--- config.mk ---
export PLATFORM = sky130hd
export DESIGN_NAME = key_entry_ctrl_flat
export DESIGN_NICKNAME = d
export VERILOG_FILES = /design/src/rtl/key_entry_if.sv /design/src/rtl/key_entry_ctrl.sv /design/src/flat_wrapper.sv
export SDC_FILE = /design/constraint.sdc
export NUM_CORES = 1
export LEC_CHECK = 0
export BUFFER_PORTS_ARGS = -buffer_cell sky130_fd_sc_hd__buf_4
export CAP_MARGIN = 20
export CORE_MARGIN = 2
export CORE_UTILIZATION = 45
export DETAILED_ROUTE_END_ITERATION = 8
export PLACE_DENSITY = 0.78
export SYNTH_ARGS = -nofsm -noshare
export SYNTH_HDL_FRONTEND = slang
export SYNTH_SLANG_ARGS = --single-unit
--- constraint.sdc ---
create_clock -name clk -period 3.45 [get_ports clk]
set_clock_uncertainty 0.2 [all_clocks]
set_input_delay 0.1725 -clock clk [delete_from_list [all_inputs] [get_ports clk]]
set_output_delay 0.1725 -clock clk [all_outputs]
set_load 0.03 [all_outputs]
--- src/rtl/key_entry_if.sv ---
// Operand handshake bundle between key entry and the calculator ALU.
// The master drives data, valid and index; the slave answers with ready.
interface key_entry_if #(
    parameter int VAL_W = 14
);
    logic [VAL_W-1:0] opnd_data;
    logic             opnd_valid;
    logic             opnd_ready;
    logic             opnd_idx;

    modport master (
        output opnd_data,
        output opnd_valid,
        output opnd_idx,
        input  opnd_ready
    );

    modport slave (
        input  opnd_data,
        input  opnd_valid,
        input  opnd_idx,
        output opnd_ready
    );
endinterface

--- src/rtl/key_entry_ctrl.sv ---
// Turns decoded PS/2 key events into binary calculator operands (A, B, A, ...).
// Digits build the operand; ENTER hands it downstream on valid/ready.
module key_entry_ctrl #(
    parameter int MAX_DIGITS = 4,
    parameter int VAL_W      = 14,
    parameter int KEY_DLY    = 1
) (
    input  logic                    clk,
    input  logic                    rst,
    input  logic                    key_strobe,
    input  logic [7:0]              key_ascii,
    key_entry_if.master             opnd,
    output logic [2:0]              digit_cnt,
    output logic [4*MAX_DIGITS-1:0] disp_bcd,
    output logic                    overflow_err
);
    localparam int         BCD_W   = 4 * MAX_DIGITS;
    localparam logic [2:0] CNT_MAX = 3'(MAX_DIGITS);

    typedef enum logic {
        ST_ENTRY = 1'b0,
        ST_SEND  = 1'b1
    } state_t;

    state_t             r_state;
    logic [VAL_W-1:0]   r_acc;
    logic [VAL_W-1:0]   r_data;
    logic               r_valid;
    logic               r_idx;
    logic [2:0]         r_cnt;
    logic [BCD_W-1:0]   r_bcd;
    logic               r_ovf;

    logic [KEY_DLY:0]   w_tap;
    logic               w_key_evt;
    logic               w_is_digit;
    logic               w_is_enter;
    logic [3:0]         w_digit;
    logic               w_room;
    logic [VAL_W-1:0]   w_acc_next;
    logic [BCD_W-1:0]   w_bcd_next;
    logic               w_accept;

    // Strobe is delayed to line up with the decoder's late ASCII output.
    assign w_tap[0] = key_strobe;

    genvar g;
    generate
        for (g = 0; g < KEY_DLY; g++) begin : g_dly
            logic r_q;
            always_ff @(posedge clk or posedge rst) begin
                if (rst) begin
                    r_q <= 1'b0;
                end else begin
                    r_q <= w_tap[g];
                end
            end
            assign w_tap[g+1] = r_q;
        end
    endgenerate

    assign w_key_evt  = w_tap[KEY_DLY];
    assign w_is_digit = (key_ascii >= 8'h30) && (key_ascii <= 8'h39);
    assign w_is_enter = (key_ascii == 8'h0A);
    assign w_digit    = key_ascii[3:0];
    assign w_room     = (r_cnt < CNT_MAX);

    // acc*10 as shift-and-add; width rule guarantees no wrap.
    assign w_acc_next = (r_acc << 3) + (r_acc << 1) + VAL_W'(w_digit);
    assign w_bcd_next = (r_bcd << 4) | BCD_W'(w_digit);
    assign w_accept   = r_valid && opnd.opnd_ready;

    always_ff @(posedge clk or posedge rst) begin
        if (rst) begin
            r_state <= ST_ENTRY;
            r_acc   <= '0;
            r_data  <= '0;
            r_valid <= 1'b0;
            r_idx   <= 1'b0;
            r_cnt   <= '0;
            r_bcd   <= '0;
            r_ovf   <= 1'b0;
        end else begin
            r_ovf <= 1'b0;
            case (r_state)
                ST_ENTRY: begin
                    if (w_key_evt && w_is_digit) begin
                        if (w_room) begin
                            r_acc <= w_acc_next;
                            r_bcd <= w_bcd_next;
                            r_cnt <= r_cnt + 3'd1;
                        end else begin
                            r_ovf <= 1'b1;
                        end
                    end else if (w_key_evt && w_is_enter &&
                                 (r_cnt != 3'd0)) begin
                        r_data  <= r_acc;
                        r_valid <= 1'b1;
                        r_state <= ST_SEND;
                    end
                end
                ST_SEND: begin
                    // Keys arriving here are dropped on purpose.
                    if (w_accept) begin
                        r_valid <= 1'b0;
                        r_acc   <= '0;
                        r_bcd   <= '0;
                        r_cnt   <= '0;
                        r_idx   <= ~r_idx;
                        r_state <= ST_ENTRY;
                    end
                end
                default: begin
                    r_state <= ST_ENTRY;
                end
            endcase
        end
    end

    assign opnd.opnd_data  = r_data;
    assign opnd.opnd_valid = r_valid;
    assign opnd.opnd_idx   = r_idx;
    assign digit_cnt       = r_cnt;
    assign disp_bcd        = r_bcd;
    assign overflow_err    = r_ovf;
endmodule

--- src/flat_wrapper.sv ---
// flat-port wrapper written by rule: the top's interface ports become plain ports
module key_entry_ctrl_flat 
#(
    parameter int MAX_DIGITS = 4,
    parameter int VAL_W      = 14,
    parameter int KEY_DLY    = 1
)
  (clk, rst, key_strobe, key_ascii, digit_cnt, disp_bcd, overflow_err, opnd_opnd_data, opnd_opnd_valid, opnd_opnd_idx, opnd_opnd_ready);
  key_entry_if #(.VAL_W(VAL_W)) opnd_i ();
  input  logic clk;
  input  logic rst;
  input  logic key_strobe;
  input  logic [7:0] key_ascii;
  output logic [2:0] digit_cnt;
  output logic [4*MAX_DIGITS-1:0] disp_bcd;
  output logic overflow_err;
  output wire logic [$bits(opnd_i.opnd_data)-1:0] opnd_opnd_data;
  output wire logic [$bits(opnd_i.opnd_valid)-1:0] opnd_opnd_valid;
  output wire logic [$bits(opnd_i.opnd_idx)-1:0] opnd_opnd_idx;
  input wire logic [$bits(opnd_i.opnd_ready)-1:0] opnd_opnd_ready;
  assign opnd_opnd_data = opnd_i.opnd_data;
  assign opnd_opnd_valid = opnd_i.opnd_valid;
  assign opnd_opnd_idx = opnd_i.opnd_idx;
  assign opnd_i.opnd_ready = opnd_opnd_ready;
  key_entry_ctrl #(.MAX_DIGITS(MAX_DIGITS), .VAL_W(VAL_W), .KEY_DLY(KEY_DLY)) u_core (.clk(clk), .rst(rst), .key_strobe(key_strobe), .key_ascii(key_ascii), .opnd(opnd_i), .digit_cnt(digit_cnt), .disp_bcd(disp_bcd), .overflow_err(overflow_err));
endmodule
==> results.json <==
{
  "maxSlewHeadroom": 0.531,
  "synth_compound_gate_area_share": 0.163,
  "layout_min_cycle_time_ns": 2.84,
  "initial_core_util": 0.474,
  "yosys_warnings": 0,
  "crit_path_start_kind": "register",
  "whs_path_depth": 3,
  "timing.rr.start": "u_core.disp_bcd[0]",
  "critPathMaxFanout": 5,
  "cp_num_buf_inv": 2,
  "syn_area_um2": 2640,
  "tightest_slew_ns": 0.702,
  "count_of_fill_cells_added_during_filler_insertion": 480,
  "design.die.area_um2": 6500,
  "maxCapViolCount": 0,
  "critical_path_class": "register to register",
  "required_ns": 3.50,
  "wire_length_of_the_first_global_routing_pass_um": 9340,
  "grt.met2_usage": 0.279,
  "synth.mux.area_fraction": 0.0512,
  "post_detail_place_hpwl_um": 3960,
  "synthSimpleGateAreaFrac": 0.108,
  "crit_arrival_ns": 2.89,
  "most_used_dff_post_synth": "sky130_fd_sc_hd__dfrtp_1",
  "async_reset_ff_frac": 1.00,
  "outcome": "complete, no violations",
  "setup.worst_path.end_class": "register",
  "number_of_antenna_violating_nets_in_the_routed_design": 0,
  "worst_setup_hold_path_clk_slew_ns": 0.09,
  "power.leakage_nw": 1.71,
  "post_cts_resized": 0,
  "detailedRoute.firstIterationViolations": 162,
  "placedCellCount": 347,
  "via_per_inst": 5.61,
  "critical_path_cell_list": "inv_1 -> fa_1 -> inv_1 -> ha_1 -> a21oi_1 -> o211ai_1 -> a21oi_1 -> or4b_1 -> nand3_1",
  "floorplan.die.height_um": 80.6,
  "vdd.ir_drop.worst_mv": 0.361,
  "timing.reg2reg.setup_slack_ns": 0.61,
  "grt_max_degree": 52,
  "routed_wirelength_um": 5730,
  "grt_met1_usage": 0.270,
  "setup_tns_ns": 0,
  "final_cell_mix": "sky130_fd_sc_hd__dfrtp_1 (51), sky130_fd_sc_hd__buf_4 (50), sky130_fd_sc_hd__nand2_1 (26)",
  "insertedDiodeCount": 0,
  "maxClockFrequency_mhz": 352,
  "tritoncts": "done",
  "avgRoutedWirePerCell_um": 15.6,
  "worst_r2r_endpoint": "u_core.r_acc[9]",
  "firstDrtPassIters": 4,
  "routabilityCongestion": 0.854,
  "place.port_buffers": 47,
  "rsz0062_at_grt": "no",
  "seq_area_frac_synth": 0.483,
  "clock_h_tree_levels": 2,
  "layout.cells.most_common": "sky130_fd_sc_hd__dfrtp_1",
  "core_area_um2": 5570,
  "grt.total_usage": 0.187,
  "route.vias.total": 2052,
  "timing.final.crit_share": 0.823,
  "crit_start": "u_core.disp_bcd[0]",
  "cts_max_path_buffers": 2,
  "grt_antenna_before_repair": 0,
  "chipWidth_um": 80.6,
  "mappedNetlistNets": 273,
  "tritoncts_num_sinks": 51,
  "synth_top_family_by_area": "compound AO/OA/AOI/OAI gates",
  "timing.critical_path.slowest_stage_cell": "sky130_fd_sc_hd__fa_1",
  "detail_route.drc_violations": 0,
  "total_cts_buffers": 5,
  "report.final.setup_viol": 0,
  "worst_setup_path_endpoint": "u_core.r_acc[9]",
  "ff2ff_path_depth": 9,
  "post_route_cells_drive_above_1_share": 0.259,
  "finish.utilization": 0.591,
  "cts_root_buffer": "sky130_fd_sc_hd__clkbuf_8",
  "post_synth.cell_area_avg_um2": 11.2,
  "post_synth_fa_ha_maj_area_fraction": 0.129,
  "top_usage_layer": "met2",
  "final_cells": 366,
  "slowest_delay_ns": 0.56,
  "grtUsageMet3": 0.0382,
  "worstHoldPathType": "primary input to register",
  "ios": 48,
  "yosys.cell_types.count": 44,
  "vias_in_the_first_global_route": 1946,
  "grt-ovfl-total": 0,
  "synth_edf_count": 0,
  "yosys.area_share.xor_xnor": 0.0265,
  "clock_insertion_delay_worst_skew_ns": 0.31,
  "critical_path_cell_count": 9,
  "area_delta_synth_final_pct": 24.7,
  "placementRows": 27,
  "number_of_hold_violations_in_the_final_report": 0,
  "critical-path-top-delay-family": "adder cells",
  "fin_nets": 331,
  "finalMaxSlewViolations": 0,
  "cellPowerDensity_nw_per_um2": 589,
  "ys_ff_latch": 51,
  "syn_inst": 235
}
metrics by stage:
| stage | power, mW | instance area [µm²] | worst slack [ns] | hold WS, ns |
|---|---|---|---|---|
| 4_1_cts | 1.95 | 3260 | 0.587 | 0.0147 |
| 3_3_place_gp | 1.48 | 3050 | 0.698 | 0.0979 |
| 5_1_grt | 2.08 | 3290 | 0.438 | 0.0430 |
| 2_1_floorplan | 1.29 | 2640 | 0.884 | 0.00393 |
| 6_report | 1.94 | 3290 | 0.611 | 0.0209 |
| 3_5_place_dp | 1.51 | 3050 | 0.644 | 0.101 |
report_power, final:
group	internal (mW)	switching, mW
Sequential	0.676	0.0925
Clock	0.219	0.206
Combinational	0.316	0.428
Total	1.21	0.727
worst min-delay path by stage:
| stage | start | to |
|---|---|---|
| 2_1_floorplan | key_strobe | u_core.g_dly[0].r_q |
| 3_3_place_gp | key_strobe | u_core.g_dly[0].r_q |
| 3_5_place_dp | key_strobe | u_core.g_dly[0].r_q |
| 4_1_cts | key_ascii[3] | u_core.disp_bcd[3] |
| 5_1_grt | key_ascii[3] | u_core.disp_bcd[3] |
| 6_report | key_ascii[3] | u_core.disp_bcd[3] |
per-layer routing:
| metal | routed length [µm] | up-vias |
|---|---|---|
| li1 | - | 974 |
| met3 | 259 | 8 |
| met2 | 2630 | 50 |
| met1 | 2750 | 1020 |
| met4 | 84 | 0 |
| met5 | 0 | - |
worst reg2reg max path: stages, from the launching register on:
cell and delay [ns]:
sky130_fd_sc_hd__dfrtp_1 0.40, sky130_fd_sc_hd__inv_1 0.10, sky130_fd_sc_hd__fa_1 0.56, sky130_fd_sc_hd__inv_1 0.06, sky130_fd_sc_hd__ha_1 0.28, sky130_fd_sc_hd__a21oi_1 0.08
sky130_fd_sc_hd__o211ai_1 0.38, sky130_fd_sc_hd__a21oi_1 0.16, sky130_fd_sc_hd__or4b_1 0.48, sky130_fd_sc_hd__nand3_1 0.08
cell usage after synthesis (4+ instances only):
master | n | area (µm²)
sky130_fd_sc_hd__inv_1 | 12 | 45.0
sky130_fd_sc_hd__o211ai_1 | 5 | 37.5
sky130_fd_sc_hd__xor2_1 | 4 | 35.0
sky130_fd_sc_hd__mux2_2 | 12 | 135
sky130_fd_sc_hd__xnor2_1 | 4 | 35.0
sky130_fd_sc_hd__dfrtp_1 | 51 | 1280
sky130_fd_sc_hd__a22o_1 | 18 | 158
sky130_fd_sc_hd__ha_1 | 24 | 300
sky130_fd_sc_hd__clkbuf_1 | 4 | 15.0
sky130_fd_sc_hd__nand2_1 | 26 | 97.6
sky130_fd_sc_hd__a21oi_1 | 8 | 40.0
sky130_fd_sc_hd__o21ai_0 | 15 | 75.1
sky130_fd_sc_hd__nand3_1 | 7 | 35.0
cells by family (layout without fill, tap and decap cells):
kind of cell	count (synthesis)	in the layout
muxes	12	12
buffers and inverters	22	81
and+or+nand+nor	55	55
xor gates and xnor gates	8	8
AOI/OAI and AO/OA	61	61
adders and majority gates	26	26
DFF	51	51
area by class of cell:
cell class / count / area [µm²] / area share
Inverter: 12 / 45.0 / 0.0137
Multi-Input combinational cell: 162 / 1260 / 0.384
Sequential cell: 51 / 1280 / 0.388
Clock inverter: 3 / 46.3 / 0.0141
Tap cell: 72 / 90.1 / 0.0274
Clock buffer: 5 / 68.8 / 0.0209
Timing Repair Buffer: 61 / 500 / 0.152
sequential cells by signal (all words and copies together), names as in the netlist:
register / flops
u_core.r_state: 1
u_core.disp_bcd: 16
u_core.digit_cnt: 3
u_core.opnd.opnd_data: 14
u_core.r_acc: 13
u_core.opnd.opnd_idx: 1
u_core.g_dly.r_q: 1
u_core.overflow_err: 1
u_core.opnd.opnd_valid: 1
timing repair:
action / in CTS / in global routing
endpoints found under the hold margin: 58 / 0
setup buffers: 0 / 0
hold buffers: 9 / 0
No activity file was read; power rests on OpenSTA's default activity.
